==> config.mk <==
export PLATFORM = sky130hd
export DESIGN_NAME = pnr_photon_classifier
export DESIGN_NICKNAME = d
export VERILOG_FILES = /design/src/rtl/pnr_pkg.sv /design/src/rtl/pnr_histogram.sv /design/src/rtl/pnr_photon_classifier.sv
export SDC_FILE = /design/constraint.sdc
export NUM_CORES = 1
export LEC_CHECK = 0
export CORE_MARGIN = 5
export CORE_UTILIZATION = 23
export DETAILED_ROUTE_END_ITERATION = 8
export PLACE_DENSITY = 0.5
export REMOVE_ABC_BUFFERS = 1
export SLEW_MARGIN = 40
export SYNTH_ARGS = -nofsm -noshare
export SYNTH_HDL_FRONTEND = slang
export SYNTH_SLANG_ARGS = --single-unit
export TNS_END_PERCENT = 5
==> constraint.sdc <==
create_clock -name ADC_CLK -period 9.05 [get_ports ADC_CLK]
set_input_delay 1.3575 -clock ADC_CLK [delete_from_list [all_inputs] [get_ports ADC_CLK]]
set_output_delay 1.3575 -clock ADC_CLK [all_outputs]
set_load 0.02 [all_outputs]
==> src/rtl/pnr_pkg.sv <==
`default_nettype none
// ============================================================================
// Module      : pnr_pkg
// Description : Shared widths, FSM state encoding and threshold-slice helper
//               for the PNR photon classifier.
// Revision    : 1.0 - initial release
// ============================================================================
package pnr_pkg;

  localparam int ADC_W    = 14;
  localparam int WIN_W    = 8;
  localparam int ACC_W    = ADC_W + WIN_W;
  localparam int HIST_W   = 32;
  localparam int NUM_TH   = 7;
  localparam int NUM_BINS = NUM_TH + 1;
  localparam int MISS_W   = 16;

  // FSM state encoding
  typedef logic [1:0] state_t;
  localparam logic [1:0] IDLE     = 2'd0;
  localparam logic [1:0] INTEG    = 2'd1;
  localparam logic [1:0] CLASSIFY = 2'd2;

  // Extract threshold k from the packed ladder: bits [(k+1)*ACC_W-1 : k*ACC_W]
  function automatic logic signed [ACC_W-1:0] th_slice(
    input logic [NUM_TH*ACC_W-1:0] vec,
    input int unsigned             k
  );
    return $signed(vec[k*ACC_W +: ACC_W]);
  endfunction

endpackage
`default_nettype wire

==> src/rtl/pnr_histogram.sv <==
`default_nettype none
// ============================================================================
// Module      : pnr_histogram
// Description : Eight saturating per-photon-number bins plus a saturating
//               missed-trigger counter. Clear has priority over increments.
//               The selected bin is presented through a registered read port.
// Revision    : 1.0 - initial release
// ============================================================================
module pnr_histogram #(
  parameter int HIST_W = pnr_pkg::HIST_W,
  parameter int MISS_W = pnr_pkg::MISS_W
) (
  input  logic              clk,
  input  logic              rst_n,
  input  logic              i_clr,
  input  logic              i_inc,
  input  logic [2:0]        i_inc_bin,
  input  logic              i_miss,
  input  logic [2:0]        i_addr,
  output logic [HIST_W-1:0] o_data,
  output logic [MISS_W-1:0] o_missed_cnt
);
  import pnr_pkg::*;

  logic [HIST_W-1:0] w_bin [NUM_BINS];

  for (genvar gi = 0; gi < NUM_BINS; gi++) begin : g_bin
    logic [HIST_W-1:0] r_bin;

    // One bin: clear wins, otherwise count up and stick at all-ones
    always_ff @(posedge clk or negedge rst_n) begin
      if (!rst_n) begin
        r_bin <= '0;
      end else if (i_clr) begin
        r_bin <= '0;
      end else if (i_inc && (i_inc_bin == 3'(gi)) && (r_bin != '1)) begin
        r_bin <= r_bin + HIST_W'(1);
      end
    end

    assign w_bin[gi] = r_bin;
  end

  // Dropped-trigger counter, saturating, cleared together with the bins
  always_ff @(posedge clk or negedge rst_n) begin
    if (!rst_n) begin
      o_missed_cnt <= '0;
    end else if (i_clr) begin
      o_missed_cnt <= '0;
    end else if (i_miss && (o_missed_cnt != '1)) begin
      o_missed_cnt <= o_missed_cnt + MISS_W'(1);
    end
  end

  // Registered read port, one cycle latency from i_addr
  always_ff @(posedge clk or negedge rst_n) begin
    if (!rst_n) begin
      o_data <= '0;
    end else begin
      o_data <= w_bin[i_addr];
    end
  end

endmodule
`default_nettype wire

==> src/rtl/pnr_photon_classifier.sv <==
`default_nettype none
// ============================================================================
// Module      : pnr_photon_classifier
// Description : Integrates the ADC signal over a programmable window after
//               each delayed trigger, classifies the integral against a
//               seven-step threshold ladder into a photon number 0..7 and
//               keeps a per-number histogram plus a missed-trigger count.
// Revision    : 1.0 - initial release
// ============================================================================
module pnr_photon_classifier #(
  parameter int ADC_W  = pnr_pkg::ADC_W,
  parameter int WIN_W  = pnr_pkg::WIN_W,
  parameter int ACC_W  = pnr_pkg::ACC_W,
  parameter int HIST_W = pnr_pkg::HIST_W
) (
  input  logic                     ADC_CLK,
  input  logic                     rstn_i,
  input  logic signed [ADC_W-1:0]  adc_sig,
  input  logic                     delayed_trigger,
  input  logic [WIN_W-1:0]         win_len,
  input  logic [7*ACC_W-1:0]       pnr_thresh,
  input  logic                     hist_clr,
  input  logic [2:0]               hist_addr,
  output logic [HIST_W-1:0]        hist_data,
  output logic                     pnr_valid,
  output logic [2:0]               pnr_num,
  output logic signed [ACC_W-1:0]  pnr_sum,
  output logic                     busy,
  output logic [15:0]              missed_cnt
);
  import pnr_pkg::*;

  state_t                  r_state;
  logic signed [ACC_W-1:0] r_acc;
  logic [WIN_W-1:0]        r_rem;
  logic signed [ACC_W-1:0] r_th [NUM_TH];

  logic [WIN_W-1:0]        w_len;
  logic signed [ACC_W-1:0] w_sample;
  logic [2:0]              w_num;
  logic                    w_classify;
  logic                    w_miss;

  // A zero window length is treated as a single sample
  assign w_len      = (win_len == '0) ? WIN_W'(1) : win_len;
  assign w_sample   = {{WIN_W{adc_sig[ADC_W-1]}}, adc_sig};
  assign busy       = (r_state != IDLE);
  assign w_classify = (r_state == CLASSIFY);
  assign w_miss     = delayed_trigger && busy;

  // Ladder: count thresholds met; a non-monotonic ladder is simply counted
  always_comb begin
    w_num = '0;
    for (int k = 0; k < NUM_TH; k++) begin
      if (r_acc >= r_th[k]) begin
        w_num = w_num + 3'd1;
      end
    end
  end

  // Event FSM and accumulator; a one-sample window skips INTEG entirely so
  // that CLASSIFY always lands L cycles after the trigger
  always_ff @(posedge ADC_CLK or negedge rstn_i) begin
    if (!rstn_i) begin
      r_state <= IDLE;
      r_acc   <= '0;
      r_rem   <= '0;
      for (int k = 0; k < NUM_TH; k++) begin
        r_th[k] <= '0;
      end
    end else begin
      case (r_state)
        IDLE: begin
          if (delayed_trigger) begin
            r_acc <= w_sample;
            r_rem <= w_len - WIN_W'(1);
            for (int k = 0; k < NUM_TH; k++) begin
              r_th[k] <= th_slice(pnr_thresh, k);
            end
            r_state <= (w_len == WIN_W'(1)) ? CLASSIFY : INTEG;
          end
        end
        INTEG: begin
          r_acc <= r_acc + w_sample;
          r_rem <= r_rem - WIN_W'(1);
          if (r_rem == WIN_W'(1)) begin
            r_state <= CLASSIFY;
          end
        end
        CLASSIFY: begin
          r_state <= IDLE;
        end
        default: begin
          r_state <= IDLE;
        end
      endcase
    end
  end

  // Result registers: strobe for one cycle, number and sum held
  always_ff @(posedge ADC_CLK or negedge rstn_i) begin
    if (!rstn_i) begin
      pnr_valid <= 1'b0;
      pnr_num   <= '0;
      pnr_sum   <= '0;
    end else begin
      pnr_valid <= w_classify;
      if (w_classify) begin
        pnr_num <= w_num;
        pnr_sum <= r_acc;
      end
    end
  end

  pnr_histogram #(
    .HIST_W (HIST_W),
    .MISS_W (16)
  ) u_hist (
    .clk          (ADC_CLK),
    .rst_n        (rstn_i),
    .i_clr        (hist_clr),
    .i_inc        (w_classify),
    .i_inc_bin    (w_num),
    .i_miss       (w_miss),
    .i_addr       (hist_addr),
    .o_data       (hist_data),
    .o_missed_cnt (missed_cnt)
  );

endmodule
`default_nettype wire

# After elaboration in Yosys (flattened, before gate mapping)
# Index checks and enable logic that the tools add are counted.
dict set report word_totals {
  register_bits 516
  input_bits 183
}
dict set report op_classes {
  n_addsub 18
  n_lt_le_gt_ge 8
  n_eq_ne 22
  n_mux 37
  n_bitwise 1
  n_reduce_logical 35
}
# cell count
set op_table {}
lappend op_table {{$mux W32} 18}
lappend op_table {{$add A32 B1 Y32 const B} 8}
lappend op_table {{$ne A32 B32 Y1 const B} 8}
lappend op_table {{$ge A22 B22 Y1} 7}
lappend op_table {{$bmux W32 S3} 1}
lappend op_table {{$pmux W22 S2} 1}
lappend op_table {{$mux W16} 2}
lappend op_table {{$add A22 B14 Y22} 1}
lappend op_table {{$mux W22} 1}
lappend op_table {{$reduce_bool A2 Y1} 11}
lappend op_table {{$add A3 B1 Y3 const B} 6}
lappend op_table {{$logic_and A1 B1 Y1} 18}
lappend op_table {{$mux W3} 6}
lappend op_table {{$add A16 B1 Y16 const B} 1}
lappend op_table {{$eq A8 B1 Y1 const B} 2}
lappend op_table {{$mux W8} 2}
lappend op_table {{$ne A16 B16 Y1 const B} 1}
lappend op_table {{$pmux W8 S2} 1}
lappend op_table {{$sub A8 B1 Y8 const B} 2}
lappend op_table {{$eq A3 B3 Y1 const B} 4}
lappend op_table {{$logic_not A8 Y1} 1}
lappend op_table {{$eq A3 B2 Y1 const B} 2}
lappend op_table {{$mux W2} 3}
lappend op_table {{$reduce_and A2 Y1} 3}
lappend op_table {{other kinds (10)} 11}

# Logic depth before layout (Yosys ltp)
dict set report depth {
  depth_word 19
  ltp_mapped 35
  ltp_nobuf 32
}

# Hierarchy
# A second synthesis with hierarchy kept.
dict set report unflattened {
  hier_cells 3345
  area_unflattened_um2 31181.2
}
# module n_inst cells_each area_per_inst_um2 seq_area_each_um2
set by_module_without_submodules {}
lappend by_module_without_submodules {pnr_histogram 1 1858 17988.5 7607.3}
lappend by_module_without_submodules {pnr_photon_classifier 1 1487 13192.7 5305.1}

# Least setup slack after synthesis
# OpenSTA, ideal clock, no wires.
dict set report synth_timing {
  path_type {flip-flop to flip-flop}
  from {register r_acc[1]}
  to {register u_hist.g_bin[2].r_bin[13]}
  arrival_ns 6.828
  required_time_ns 8.925
  setup_slack_ns 2.097
  stages_incl_launch_ff 32
  path_buffers 2
  period_less_slack_ns 6.953
  cell_sequence {dfrtp_1 > ha_1 > nor2b_1 > o21a_1 > o21a_1 > o21a_1 > o21ai_0 > a21oi_1 > o31a_1 > o21a_1 > o21a_1 > o21ai_0 > a31o_2 > ha_1 > xnor2_2 > ha_1 > nor3_1 > a31oi_1 > ha_1 > and2_1 > or2_2 > ha_1 > inv_1 > o21ai_0 > ha_1 > nand3_1 > xnor3_1 > clkbuf_1 > or4_1 > clkbuf_1 > nor4_1 > mux2_2}
}
dict set report synth_via {
  elab_chain_cells 18
  elab_cells_between_ends 24
  cone_classes {add/sub: 6; order compare: 7; eq/ne: 1; mux: 7; reduce/logical: 3}
}
# element line
set synth_rtl {}
lappend synth_rtl {{start, declared} pnr_photon_classifier.sv:34} ;# logic signed [ACC_W-1:0] r_acc;
lappend synth_rtl {{start signal, assigned} pnr_photon_classifier.sv:75} ;# r_acc <= w_sample;
lappend synth_rtl {{start signal, assigned} pnr_photon_classifier.sv:84} ;# r_acc <= r_acc + w_sample;
lappend synth_rtl {{$ge A22 B22 Y1} pnr_photon_classifier.sv:55} ;# if (r_acc >= r_th[k]) begin
lappend synth_rtl {{$mux W1} pnr_photon_classifier.sv:55}
lappend synth_rtl {{$add A3 B1 Y3} pnr_photon_classifier.sv:56} ;# w_num = w_num + 3'd1;
lappend synth_rtl {{$mux W3} pnr_photon_classifier.sv:55}
lappend synth_rtl {{$add A3 B1 Y3} pnr_photon_classifier.sv:56}
lappend synth_rtl {{$mux W3} pnr_photon_classifier.sv:55}
lappend synth_rtl {{$add A3 B1 Y3} pnr_photon_classifier.sv:56}
lappend synth_rtl {{$mux W3} pnr_photon_classifier.sv:55}
lappend synth_rtl {{$add A3 B1 Y3} pnr_photon_classifier.sv:56}
lappend synth_rtl {{$mux W3} pnr_photon_classifier.sv:55}
lappend synth_rtl {{$add A3 B1 Y3} pnr_photon_classifier.sv:56}
lappend synth_rtl {{$mux W3} pnr_photon_classifier.sv:55}
lappend synth_rtl {{$add A3 B1 Y3} pnr_photon_classifier.sv:56}
lappend synth_rtl {{$mux W3 *} pnr_photon_classifier.sv:55}
lappend synth_rtl {{$eq A3 B2 Y1 *} pnr_histogram.sv:36} ;# end else if (i_inc && (i_inc_bin == 3'(gi)) && (r_bin != '1)) begin
lappend synth_rtl {{$logic_and A1 B1 Y1 * (2 in series)} pnr_histogram.sv:36}
lappend synth_rtl {{$reduce_bool A2 Y1 (no line) *} n/a}
lappend synth_rtl {{end signal, assigned} pnr_histogram.sv:37} ;# r_bin <= r_bin + HIST_W'(1);
lappend synth_rtl {{end, declared} pnr_histogram.sv:28} ;# logic [HIST_W-1:0] r_bin;
# Mark *: on every way between the ends. The rest lies on a longest branch, timed or not.
# A chain may end at the register's enable or synchronous reset.

# Final worst setup path
dict set report layout_timing {
  from {register r_acc[1]}
  to {register u_hist.g_bin[3].r_bin[5]}
}
dict set report layout_via {
  elab_chain_cells 18
  elab_cells_between_ends 24
  cone_classes {add/sub: 6; order compare: 7; eq/ne: 1; mux: 7; reduce/logical: 3}
}
# element line
set layout_rtl {}
lappend layout_rtl {{$ge A22 B22 Y1} pnr_photon_classifier.sv:55}
lappend layout_rtl {{$mux W1} pnr_photon_classifier.sv:55}
lappend layout_rtl {{$add A3 B1 Y3} pnr_photon_classifier.sv:56}
lappend layout_rtl {{$mux W3} pnr_photon_classifier.sv:55}
lappend layout_rtl {{$add A3 B1 Y3} pnr_photon_classifier.sv:56}
lappend layout_rtl {{$mux W3} pnr_photon_classifier.sv:55}
lappend layout_rtl {{$add A3 B1 Y3} pnr_photon_classifier.sv:56}
lappend layout_rtl {{$mux W3} pnr_photon_classifier.sv:55}
lappend layout_rtl {{$add A3 B1 Y3} pnr_photon_classifier.sv:56}
lappend layout_rtl {{$mux W3} pnr_photon_classifier.sv:55}
lappend layout_rtl {{$add A3 B1 Y3} pnr_photon_classifier.sv:56}
lappend layout_rtl {{$mux W3} pnr_photon_classifier.sv:55}
lappend layout_rtl {{$add A3 B1 Y3} pnr_photon_classifier.sv:56}
lappend layout_rtl {{$mux W3 *} pnr_photon_classifier.sv:55}
lappend layout_rtl {{$eq A3 B2 Y1 *} pnr_histogram.sv:36}
lappend layout_rtl {{$logic_and A1 B1 Y1 * (2 in series)} pnr_histogram.sv:36}
lappend layout_rtl {{$reduce_bool A2 Y1 (no line) *} n/a}
lappend layout_rtl {{end signal, assigned} pnr_histogram.sv:37}
lappend layout_rtl {{end, declared} pnr_histogram.sv:28}
# Marked as above.

==> flow_summary.json <==
{
  "criticalPathCategory": "register to register",
  "antenna_violating_nets_post_route": 0,
  "cts-root-buf": "sky130_fd_sc_hd__clkbuf_16",
  "ys.warnings.count": 0,
  "std_cell_rows": 133,
  "finalClockSkew_ns": 0.0335,
  "final.period_utilization_pct": 89.0,
  "gr-usage-all-layers_pct": 14.4,
  "post_synth_instance_area_mm2": 0.0304,
  "cts-buffers-inserted": 70,
  "max-clock-path-buffers": 3,
  "filler_cell_count": 13800,
  "cts_max_level": 3,
  "top_cell_type_by_total_area_after_synthesis": "sky130_fd_sc_hd__dfrtp_1",
  "design.die.area_mm2": 0.139,
  "power_dens_cells_mw_per_mm2": 358,
  "postCtsResizedCells": 0,
  "chipHeight_um": 373,
  "tritoncts_num_sinks": 516,
  "synthToLayoutAreaGrowth_pct": 22.7,
  "avgRoutedWirePerCell_um": 19.4,
  "cpMaxStageDelayCell": "sky130_fd_sc_hd__or4_1",
  "fp.coreArea_mm2": 0.131,
  "synth-seq-area-share_pct": 42.5,
  "hold_slack_ns": 0.470,
  "async_reset_ff_share_pct": 100,
  "cp_slowest_stage_delay_ns": 0.96,
  "number_of_cells_after_detailed_placement": 5168,
  "final_net_count": 3866,
  "tritoncts": "yes",
  "worst-endpoint-arrival_ns": 8.60,
  "slew_violations": 0,
  "synth_enable_flop_cells": 0,
  "multi_input_comb_area_mm2": 0.0161,
  "maxSlewHeadroom_pct": 43.3,
  "detailedRoute.firstPassIterationCount": 5,
  "final_hold_viol_count": 0,
  "fmax_mhz": 124,
  "design_area_mm2": 0.0373,
  "synth_top_flop_cell": "sky130_fd_sc_hd__dfrtp_1",
  "drv.max_cap_violation_count": 0,
  "grt-ovfl-total": 0,
  "total_power_uw": 13300,
  "num_vias": 25000,
  "worst_hold_path_type": "register to register",
  "total_leakage_power_uw": 0.0153,
  "grt_start_max_net_pins": 232,
  "postSynthCellCount": 3272,
  "gp_routability_congestion": 0.828,
  "drt_iter0_drc": 1946,
  "post_dp_area_mm2": 0.0350,
  "detailedPlacementHpwl_um": 73600,
  "rsz0062_at_grt": "no",
  "critical_path_data_required_time_ns": 9.60,
  "setup_viol_count_final": 0,
  "cts_hold_buffers": 0,
  "max-vdd-ir-drop_mv": 1.64,
  "clk_latency_ns": 0.63,
  "routed_wirelength_um": 103000,
  "finalWorstPathRequiredPeriod_ns": 8.05,
  "grt_pass1_wl_um": 158000,
  "synth.area.top_cells": "sky130_fd_sc_hd__dfrtp_1 43%, sky130_fd_sc_hd__ha_1 8.0%, sky130_fd_sc_hd__nand2_1 4.9%",
  "ys_seq_elements": 516,
  "path_clk_slew_ns": 0.06,
  "final_layout_size_suffix_gt1_share_pct": 8.86,
  "critical_path.endpoint_type": "register",
  "run_status": "finished clean",
  "drcViolationCount": 0,
  "floorplan.initialDensity_pct": 23.1,
  "tightestPinTransition_ns": 0.847,
  "place.port_buffers": 257,
  "post_synth_num_cell_types": 78,
  "timing.critical_path.fanout_max": 26,
  "first_global_vias": 24500,
  "synth.top_cell.area_share_pct": 42.5,
  "start_kind": "register",
  "crit_top_cell": "sky130_fd_sc_hd__ha_1",
  "vias_per_cell": 4.72,
  "final-seq-area_mm2": 0.0129,
  "fin_cells": 5292,
  "synthesis.area_per_instance_um2": 9.28,
  "die_width_um": 373,
  "post-cts-setup-buffer-count": 0,
  "initial_antenna_violation_count": 3,
  "design.portCount": 258
}
## Yosys cell counts, types with 6 or more instances
| library cell | count |
|---|---|
| sky130_fd_sc_hd__or3_1 | 55 |
| sky130_fd_sc_hd__mux4_2 | 64 |
| sky130_fd_sc_hd__and4_1 | 20 |
| sky130_fd_sc_hd__buf_1 | 16 |
| sky130_fd_sc_hd__xnor2_1 | 128 |
| sky130_fd_sc_hd__ha_1 | 194 |
| sky130_fd_sc_hd__a21oi_1 | 162 |
| sky130_fd_sc_hd__o22a_1 | 6 |
| sky130_fd_sc_hd__or2_2 | 14 |
| sky130_fd_sc_hd__and2_1 | 18 |
| sky130_fd_sc_hd__o21ai_0 | 254 |
| sky130_fd_sc_hd__nor2_1 | 267 |
| sky130_fd_sc_hd__nand3_1 | 95 |
| sky130_fd_sc_hd__a211oi_1 | 10 |
| sky130_fd_sc_hd__or4_1 | 44 |
| sky130_fd_sc_hd__a21o_1 | 32 |
| sky130_fd_sc_hd__nor3b_1 | 11 |
| sky130_fd_sc_hd__nor2b_1 | 36 |
| sky130_fd_sc_hd__mux2i_1 | 8 |
| sky130_fd_sc_hd__and3_1 | 48 |
| sky130_fd_sc_hd__inv_1 | 214 |
| sky130_fd_sc_hd__nor3_1 | 120 |
| sky130_fd_sc_hd__a31oi_1 | 9 |
| sky130_fd_sc_hd__nor4_1 | 31 |
| sky130_fd_sc_hd__o21a_1 | 18 |
| sky130_fd_sc_hd__o31a_1 | 8 |
| sky130_fd_sc_hd__o311ai_0 | 6 |
| sky130_fd_sc_hd__xor2_1 | 42 |
| sky130_fd_sc_hd__o211ai_1 | 22 |
| sky130_fd_sc_hd__nand2b_1 | 13 |
| sky130_fd_sc_hd__clkbuf_1 | 142 |
| sky130_fd_sc_hd__nand4_1 | 85 |
| sky130_fd_sc_hd__dfrtp_1 | 516 |
| sky130_fd_sc_hd__nand2_1 | 398 |
| sky130_fd_sc_hd__mux2_2 | 60 |
| sky130_fd_sc_hd__o31ai_1 | 23 |
## cells in the final DEF, fill, tap and decap left out, types with 32 or more instances in the layout
| cell type | count |
|---|---|
| sky130_fd_sc_hd__dfrtp_1 | 516 |
| sky130_fd_sc_hd__nand2_1 | 398 |
| sky130_fd_sc_hd__nor2_1 | 266 |
| sky130_fd_sc_hd__o21ai_0 | 254 |
| sky130_fd_sc_hd__clkdlybuf4s50_1 | 252 |
| sky130_fd_sc_hd__inv_1 | 213 |
| sky130_fd_sc_hd__ha_1 | 194 |
| sky130_fd_sc_hd__a21oi_1 | 161 |
| sky130_fd_sc_hd__xnor2_1 | 128 |
| sky130_fd_sc_hd__nor3_1 | 120 |
| sky130_fd_sc_hd__nand3_1 | 94 |
| sky130_fd_sc_hd__nand4_1 | 85 |
| sky130_fd_sc_hd__clkbuf_16 | 70 |
| sky130_fd_sc_hd__mux4_2 | 64 |
| sky130_fd_sc_hd__mux2_2 | 60 |
| sky130_fd_sc_hd__or3_1 | 55 |
| sky130_fd_sc_hd__and3_1 | 48 |
| sky130_fd_sc_hd__or4_1 | 44 |
| sky130_fd_sc_hd__xor2_1 | 42 |
| sky130_fd_sc_hd__nor2b_1 | 36 |
| sky130_fd_sc_hd__buf_4 | 33 |
| sky130_fd_sc_hd__a21o_1 | 32 |
## layout make-up
cell class,instances,share of cell area [%]
Inverter,215,2.16
Antenna cell,4,0.0269
Timing Repair Buffer,305,8.25
Clock inverter,17,0.480
Clock buffer,100,5.38
Multi-Input combinational cell,2380,43.2
Tap cell,1755,5.89
Sequential cell,516,34.6
## layer usage
layer	GRT usage (%)	vias to the layer above	share of wire, %
met5	0	-	0.011
met4	3.03	2	2.1
met3	2.80	111	5.8
met2	23.5	611	46
met1	19.9	12200	46
li1	-	12000	-
## per-stage QoR
step / utilization, % / setup TNS, ns / setup WS [ns]
4_1_cts: 28.3 / 0 / 1.05
2_1_floorplan: - / -212.37 / -1.76
3_5_place_dp: 26.7 / 0 / 1.09
6_report: 28.4 / 0 / 0.995
5_1_grt: 28.4 / 0 / 0.537
3_3_place_gp: 26.6 / 0 / 1.15
## worst paths after layout
kind,startpoint,end,slack [ns],cells past startpoint
worst max-delay path,r_acc[1]$_DFFE_PN0P_,u_hist.g_bin[3].r_bin[5]$_DFFE_PN0P_,1.0,29
worst min-delay path,pnr_sum[11]$_DFFE_PN0P_,pnr_sum[11]$_DFFE_PN0P_,0.47,2
worst max register to register,r_acc[1]$_DFFE_PN0P_,u_hist.g_bin[3].r_bin[5]$_DFFE_PN0P_,1.0,29
worst min register to register,pnr_sum[11]$_DFFE_PN0P_,pnr_sum[11]$_DFFE_PN0P_,0.47,2
max in group asynchronous,rstn_i,u_hist.g_bin[7].r_bin[17]$_DFFE_PN0P_,6.86,4
min in group asynchronous,rstn_i,r_th[75]$_DFFE_PN0P_,0.59,1
## state kept, by name, indices dropped and copies added (netlist names)
| signal | cells |
|---|---|
| pnr_num | 3 |
| pnr_valid | 1 |
| u_hist.o_missed_cnt | 16 |
| r_rem | 8 |
| u_hist.o_data | 32 |
| r_acc | 22 |
| u_hist.g_bin.r_bin | 256 |
| pnr_sum | 22 |
| r_state | 2 |
| r_th | 154 |
## cell families (layout without fill, tap and decap cells)
family | Yosys count | count (layout) | synth area share (%)
simple gates | 1273 | 1273 | 20.4
compound gates | 603 | 603 | 11.7
flops | 516 | 516 | 42.5
buf+inv | 376 | 637 | 4.68
fa+ha+maj | 195 | 195 | 8.06
xor+xnor | 177 | 177 | 5.42
mux | 132 | 132 | 7.23
other cells | 0 | 4 | 0
## worst max-delay path, delay by kind of cell (launching register included)
family / cells / cell delay (ns)
xor+xnor: 2 / 0.91
buf+inv: 1 / 0.08
simple gates: 7 / 2.54
fa+ha+maj: 6 / 1.70
flops: 1 / 0.58
compound gates: 13 / 2.12
## power breakdown
part / total, µW / internal, µW / switching [µW]
sequential: 3050 / 2730 / 316
clock: 2720 / 1600 / 1120
combinational: 7560 / 2320 / 5240
No activity file was read; power rests on OpenSTA's default activity.
